--- src/rtl/garage_door_ctrl_v2.sv ---
// garage_door_ctrl_v2
//   Garage door motor controller. Turns a wall-button / remote level into
//   single rising-edge commands and drives the motor up or down. It also
//   handles obstruction reversal and a motor-off dead-time before any change
//   of direction. A move that takes too long, or contradictory limit
//   switches, latch a fault. An optional auto-close timer is provided.
//
// Ports
//   CLK       in   system clock
//   RST       in   synchronous, active-high reset
//   Activate  in   button/remote level; only rising edges act
//   UP_MAX    in   fully-open limit switch, active high
//   DOWN_MAX  in   fully-closed limit switch, active high
//   OBSTRUCT  in   IR beam broken, active high
//   UP_M      out  drive motor up   (only in OPENING)
//   DOWN_M    out  drive motor down (only in CLOSING)
//   FAULT     out  latched fault indicator
//   STATE     out  current state encoding (debug/status)
//
// Parameters
//   MOVE_TIMEOUT  max cycles in OPENING/CLOSING before FAULT (>= 2)
//   REV_DELAY     dead-time cycles in DWELL before moving (>= 1)
//   AUTO_CLOSE    cycles in OPEN before automatic close, 0 = disabled
//   CNT_W         width of the shared cycle counter
module garage_door_ctrl_v2 #(
  parameter int MOVE_TIMEOUT = 1000,
  parameter int REV_DELAY    = 16,
  parameter int AUTO_CLOSE   = 0,
  parameter int CNT_W        = 16
) (
  input  logic       CLK,
  input  logic       RST,
  input  logic       Activate,
  input  logic       UP_MAX,
  input  logic       DOWN_MAX,
  input  logic       OBSTRUCT,
  output logic       UP_M,
  output logic       DOWN_M,
  output logic       FAULT,
  output logic [2:0] STATE
);

  typedef enum logic [2:0] {
    S_INIT    = 3'd0,
    S_CLOSED  = 3'd1,
    S_OPENING = 3'd2,
    S_OPEN    = 3'd3,
    S_CLOSING = 3'd4,
    S_STOPPED = 3'd5,
    S_DWELL   = 3'd6,
    S_FAULT   = 3'd7
  } state_t;

  // Direction encoding shared by last_dir and the DWELL target.
  localparam logic DIR_UP = 1'b0;
  localparam logic DIR_DN = 1'b1;

  // Counter values at which the respective timed transition fires.
  localparam logic [CNT_W-1:0] L_TO_LAST = CNT_W'(MOVE_TIMEOUT - 1);
  localparam logic [CNT_W-1:0] L_RD_LAST = CNT_W'(REV_DELAY - 1);
  localparam logic [CNT_W-1:0] L_AC_LAST = CNT_W'((AUTO_CLOSE == 0) ? 0 : AUTO_CLOSE - 1);
  localparam logic             L_AC_EN   = (AUTO_CLOSE != 0);

  state_t           r_state;
  logic [CNT_W-1:0] r_cnt;
  logic             r_act_q;
  logic             r_last_dir;
  logic             r_target;

  state_t           w_next_state;
  logic             w_next_last_dir;
  logic             w_next_target;
  logic             w_cnt_clr;
  logic             w_edge;
  logic             w_dwell_tgt;
  logic [CNT_W-1:0] w_cnt_next;

  // Counter increment that sticks at all-ones instead of wrapping.
  function automatic logic [CNT_W-1:0] sat_inc(input logic [CNT_W-1:0] v);
    logic [CNT_W-1:0] all_ones;
    all_ones = '1;
    return (v == all_ones) ? v : v + CNT_W'(1);
  endfunction

  assign w_edge = Activate & ~r_act_q;

  // An obstruction while in DWELL heading down flips the target to up;
  // the dead-time already served still counts.
  assign w_dwell_tgt = ((r_target == DIR_DN) && OBSTRUCT) ? DIR_UP : r_target;

  always_comb begin
    w_next_state    = r_state;
    w_next_last_dir = r_last_dir;
    w_next_target   = r_target;
    w_cnt_clr       = 1'b0;
    if (UP_MAX && DOWN_MAX) begin
      // Both limits at once is physically impossible: sensor fault.
      w_next_state = S_FAULT;
    end else begin
      case (r_state)
        S_INIT: begin
          if (DOWN_MAX) begin
            w_next_state = S_CLOSED;
          end else if (UP_MAX) begin
            w_next_state = S_OPEN;
          end else begin
            // Unknown position: pretend we were last going up so the
            // first command closes the door.
            w_next_state    = S_STOPPED;
            w_next_last_dir = DIR_UP;
          end
        end
        S_CLOSED: begin
          if (w_edge) begin
            w_next_state    = S_OPENING;
            w_next_last_dir = DIR_UP;
          end
        end
        S_OPENING: begin
          if (UP_MAX) begin
            w_next_state = S_OPEN;
          end else if (r_cnt == L_TO_LAST) begin
            w_next_state = S_FAULT;
          end else if (w_edge) begin
            w_next_state = S_STOPPED;
          end
        end
        S_OPEN: begin
          if (OBSTRUCT) begin
            // Beam broken: hold open and restart the auto-close wait.
            w_cnt_clr = 1'b1;
          end else if ((L_AC_EN && (r_cnt == L_AC_LAST)) || w_edge) begin
            w_next_state  = S_DWELL;
            w_next_target = DIR_DN;
          end
        end
        S_CLOSING: begin
          if (DOWN_MAX) begin
            w_next_state = S_CLOSED;
          end else if (OBSTRUCT) begin
            w_next_state  = S_DWELL;
            w_next_target = DIR_UP;
          end else if (r_cnt == L_TO_LAST) begin
            w_next_state = S_FAULT;
          end else if (w_edge) begin
            w_next_state = S_STOPPED;
          end
        end
        S_STOPPED: begin
          if (w_edge) begin
            w_next_state  = S_DWELL;
            w_next_target = ~r_last_dir;
          end
        end
        S_DWELL: begin
          w_next_target = w_dwell_tgt;
          if (r_cnt == L_RD_LAST) begin
            w_next_state    = (w_dwell_tgt == DIR_UP) ? S_OPENING : S_CLOSING;
            w_next_last_dir = w_dwell_tgt;
          end
        end
        S_FAULT: begin
          w_next_state = S_FAULT;
        end
        default: begin
          w_next_state = S_INIT;
        end
      endcase
    end
  end

  assign w_cnt_next = ((w_next_state != r_state) || w_cnt_clr) ? '0 : sat_inc(r_cnt);

  always_ff @(posedge CLK) begin
    if (RST) begin
      r_state    <= S_INIT;
      r_cnt      <= '0;
      r_act_q    <= 1'b0;
      r_last_dir <= DIR_UP;
      r_target   <= DIR_DN;
    end else begin
      r_state    <= w_next_state;
      r_cnt      <= w_cnt_next;
      r_act_q    <= Activate;
      r_last_dir <= w_next_last_dir;
      r_target   <= w_next_target;
    end
  end

  // Moore outputs straight from the state register.
  assign UP_M   = (r_state == S_OPENING);
  assign DOWN_M = (r_state == S_CLOSING);
  assign FAULT  = (r_state == S_FAULT);
  assign STATE  = r_state;

endmodule

--- config.mk ---
export PLATFORM = sky130hd
export DESIGN_NAME = garage_door_ctrl_v2
export DESIGN_NICKNAME = d
export VERILOG_FILES = /design/src/rtl/garage_door_ctrl_v2.sv
export SDC_FILE = /design/constraint.sdc
export NUM_CORES = 1
export LEC_CHECK = 0
export CORE_UTILIZATION = 39
export CTS_CLUSTER_SIZE = 16
export DETAILED_ROUTE_END_ITERATION = 10
export MAX_ROUTING_LAYER = met4
export PLACE_DENSITY = 0.68
export SETUP_SLACK_MARGIN = 0.1
export SYNTH_ARGS = -nofsm -noshare
export SYNTH_HDL_FRONTEND = slang
export SYNTH_SLANG_ARGS = --single-unit
export TNS_END_PERCENT = 1
--- constraint.sdc ---
create_clock -name CLK -period 2.6 [get_ports CLK]
set_clock_uncertainty 0.2 [all_clocks]
set_input_delay 0.52 -clock CLK [delete_from_list [all_inputs] [get_ports CLK]]
set_output_delay 0.52 -clock CLK [all_outputs]
set_load 0.05 [all_outputs]
==> Word-level counts from Yosys, hierarchy flattened <==
Index checks and enable logic that the tools add are counted.
{ "totals": {"reg_bits": 22, "input_bits": 6, "output_inout_bits": 6, "word_cells": 68} }
{ "op_classes": {"add_sub_neg": 1, "n_eq_ne": 20, "muxes": 29, "bitwise": 4, "n_reduce_logical": 9} }
{ "ops": {"columns": ["op", "n"], "rows": [
  ["$mux W3", 13],
  ["$pmux W3 S8", 1],
  ["$ne A2 B2 Y1 const B", 9],
  ["$add A16 B1 Y16 const B", 1],
  ["$eq A16 B10 Y1 const B", 1],
  ["$eq A16 B16 Y1 const B", 1],
  ["$eq A16 B4 Y1 const B", 1],
  ["$mux W1", 13],
  ["$eq A3 B3 Y1 const B", 4],
  ["$reduce_and A7 Y1", 1],
  ["$eq A3 B2 Y1 const B", 2],
  ["$reduce_and A6 Y1", 1],
  ["$pmux W1 S4", 1],
  ["$reduce_bool A4 Y1", 1],
  ["$eq A3 B1 Y1 const B", 1],
  ["$logic_not A3 Y1", 1],
  ["$ne A3 B3 Y1", 1],
  ["$not A1 Y1", 3],
  ["$pmux W1 S3", 1],
  ["$reduce_bool A3 Y1", 1],
  ["$logic_and A1 B1 Y1", 2],
  ["$reduce_or A2 Y1", 1],
  ["$and A1 B1 Y1", 1],
  ["$logic_or A1 B1 Y1", 1]
]} }

==> Longest topological paths before layout <==
{ "logic_depth": {"ltp_word": 11, "mapped_depth": 8, "mapped_depth_nobuf": 7} }

==> Worst setup path before layout <==
No wires, ideal clock.
{ "synth_timing": {"path_type": "register -> register", "startpoint": "register r_state[1] (netlist: STATE[1])", "endpoint": "register r_cnt[10]", "setup_ns": 0.063, "arrival_time_ns": 3.023, "required_ns": 2.337, "setup_slack_ns": -0.686, "path_stages_with_launch": 8, "n_path_buf": 1, "synth_period_minus_slack_ns": 3.286, "path_cell_list": "dfxtp_1 inv_1 nor3_1 o31ai_1 nand4_1 nand4_4 buf_12 nor2_2"} }
{ "synth_via": {"elab_cells_between_ends": 24, "cone_classes": "eq/ne (8); mux (13); reduce/logical (3)"} }
{ "synth_lines": {"columns": ["element", "line", "source"], "rows": [
  ["start, declared", "64", "state_t r_state;"],
  ["start signal, assigned", "182", "r_state <= w_next_state;"],
  ["$eq A3 B2 Y1", null, null],
  ["via UP_M", "37", "output logic UP_M,"],
  ["$pmux W3 S8", "100", "case (r_state)"],
  ["$mux W3", "96", "if (UP_MAX && DOWN_MAX) begin"],
  ["$ne A3 B3 Y1", "172", "assign w_cnt_next = ((w_next_state != r_state) || w_cnt_clr) ? '0 : sat_inc(r_cnt);"],
  ["$logic_or A1 B1 Y1", "172", null],
  ["$reduce_or A2 Y1 (no source line)", null, null],
  ["end signal, assigned", "183", "r_cnt <= w_cnt_next;"],
  ["end, declared", "65", "logic [CNT_W-1:0] r_cnt;"]
]} }
The timed path passes the listed nets, and every way through them passes these cells.
A chain may end at the register's enable or synchronous reset.

==> Final worst setup path <==
{ "layout_timing": {"startpoint": "register r_cnt[12]", "endpoint": "register r_cnt[1]"} }
{ "layout_via": {"elab_chain_cells": 9, "elab_cells_between_ends": 13, "cone_classes": "eq/ne (4); mux (7); reduce/logical (2)"} }
{ "layout_rtl": {"columns": ["element", "line", "source"], "rows": [
  ["$eq A16 B10 Y1", "122, 143", null],
  ["$mux W3", "122", "end else if (r_cnt == L_TO_LAST) begin"],
  ["$mux W3", "140", "end else if (OBSTRUCT) begin"],
  ["$mux W3", "138", "if (DOWN_MAX) begin"],
  ["$pmux W3 S8", "100", null],
  ["$mux W3", "96", null],
  ["$ne A3 B3 Y1", "172", null],
  ["$logic_or A1 B1 Y1", "172", null],
  ["$reduce_or A2 Y1 (no source line)", null, null]
]} }
Several ways; a longest one is shown, not always the timed one.

==> impl_metrics.tcl <==
set metrics [dict create \
    area_growth_pct 47.5 \
    htreeDepth 1 \
    clk_pin_slew_ns 0.14 \
    status "finished with violations" \
    grt_max_degree 14 \
    ys_types 46 \
    final_cell_mix "buf_4, dfxtp_1, nand3_1" \
    utilization_pct 61.6 \
    die-area_um2 3900 \
    synth_area_leaders "dfxtp_1, xor2_1, nand3_1" \
    cp.required_ns 2.67 \
    drt_iter0_markers 73 \
    min_path_type "flip-flop to flip-flop" \
    setup_ws_ns -0.0303 \
    via_per_inst 5.65 \
    dpl_cell_area_um2 1940 \
    clock_path_buffers 2 \
    final-hold-violation-count 0 \
    worstPathArrival_ns 2.70 \
    startpoint_type "flip-flop" \
    synth.avg_cell_area_um2 8.10 \
    core_um2 3420 \
    routed_wl_mm 4.04 \
    synthCells 176 \
    hold_buffers 0 \
    max-vdd-ir-drop_mv 0.324 \
    min_path_cells 2 \
    fmax_ghz 0.380 \
    worst-path-max-fanout 6 \
    place.gp.congestion 0.920 \
    grt_pass1_vias 1564 \
    die_w_um 62.5 \
    violations "setup timing" \
    cp-startpoint "r_cnt[12]" \
    async_reset_ff_share_pct 0 \
    path_class "flip-flop to flip-flop" \
    num_rows 21 \
    drcViolationCount 0 \
    stdcell_area_um2 2100 \
    dr.pass1.iters 4 \
    reg2reg_depth 7 \
    setup_viol 4 \
    relSlewSlack_pct 65.1 \
    tightest_slew_ns 0.522 \
    place.port_buffers 11 \
    nets 242 \
    cts_buffers 3 \
    period_needed_ns 2.63 \
    cap_violations 0 \
    worstReg2RegStart "r_cnt[12]" \
    ys_seq_elements 22 \
    antenna_cells 0 \
    fin_tns_setup_ns -0.0721 \
    die_h_um 62.5 \
    fin_crit_sh_pct 101 \
    syn_nets 183 \
    synth_ff_type "dfxtp_1" \
    grt_pass1_wl_mm 6.93 \
    ios 12 \
    rsz0062_at_grt "true" \
    drive_above_1_share_pct 37.6 \
    p_total_mw 1.02 \
    initial_utilization_pct 41.8 \
    wl_per_cell_um 14.4 \
    slew_violations 0 \
    vias 1583 \
    syn_area_um2 1430 \
    synth_edf_count 0 \
    ys_seq_area_share_pct 30.9 \
    grt_usage_pct 22.4 \
    min_from "r_last_dir" \
    hpwl_mm 2.98 \
    yosysTopAreaCell "dfxtp_1" \
    clockRootBuffer "clkbuf_4" \
    reg2reg_setup_slack_ns -0.03 \
    critPathCaptureType "flip-flop" \
    clock-sinks 22 \
    cts_tree "built" \
    clkLatencyLatePin_ns 0.33 \
    layout_commonest_cell "buf_4" \
    grt.overflow.total 0 \
    synth_top_area_share_pct 30.9 \
    p_leak_nw 0.748 \
    antenna_found_initial 0 \
    antenna_left 0 \
    synth_warnings 0 \
    power_density_nw_per_um2 483 \
]
[timing repair]
item	CTS	global route
endpoints found under the setup margin	18	17
pin swaps	18	0
cloned	0	0
buffers inserted	4	0
resized for setup	17	4
[stage by stage]
stage	hold slack, ns	worst slack (ns)	instances
after floorplan	0.226	-0.199	176
after global placement	0.246	-0.0687	272
after detailed placement	0.263	-0.220	272
after CTS	0.283	-0.00122	280
after global routing	0.308	-0.0795	280
final	0.274	-0.0303	280
[area by class of cell]
type | count | area (um2)
Clock buffer | 3 | 22.5
Clock inverter | 1 | 30.0
Fill cell | 285 | 1310
Inverter | 8 | 30.0
Multi-Input combinational cell | 140 | 1000
Sequential cell | 22 | 445
Tap cell | 46 | 57.6
Timing Repair Buffer | 60 | 514
[worst max-delay path, stage by stage (launching register included)]
cell	delay, ns
dfxtp_2	0.34
or4_4	0.55
or4_4	0.58
a31oi_4	0.23
a31o_4	0.20
nand4_4	0.17
buf_12	0.20
a21oi_2	0.09
[routing by layer]
metal	GRT usage [%]	up-vias	share of wire [%]
li1	-	779	-
met1	29.6	751	47
met2	34.9	46	46
met3	3.28	7	5.4
met4	6.98	0	0.99
met5	-	-	0
[sequential cells by signal, indices dropped and copies added (netlist names)]
signal      count
r_target        1
STATE           3
r_cnt          16
r_act_q         1
r_last_dir      1
[cells by family after synthesis]
group	synth area share (%)
fa+ha+maj	0.877
simple gates	35.1
flops	30.9
buf+inv	4.82
compound gates	21.6
xor+xnor	6.75
[report_power, final]
part	switching (mW)	internal [mW]	total (mW)
registers	0.0297	0.351	0.380
logic	0.201	0.159	0.360
clock network	0.119	0.156	0.276
[synth_stat cells (all sizes together), types with 2 or more instances]
library cell and n:
nor2b 3, a211oi 4, clkbuf 4, o311ai 2
nor4 6, o21ai 11, and3 3, nor3 9
nor2 16, nand4 8, a21oi 10, buf 2
dfxtp 22, nand2 10, or4 3, a41oi 2
a31oi 2, inv 8, nand3b 3, nand3 14
xnor2 2, xor2 9, nand2b 6
[final timing paths]
kind / to
worst max register to register: r_cnt[1]
worst min-delay path: r_last_dir
worst max-delay path: r_cnt[1]
worst min register to register: r_last_dir
Note: power is estimated with default switching activity, not from simulation.
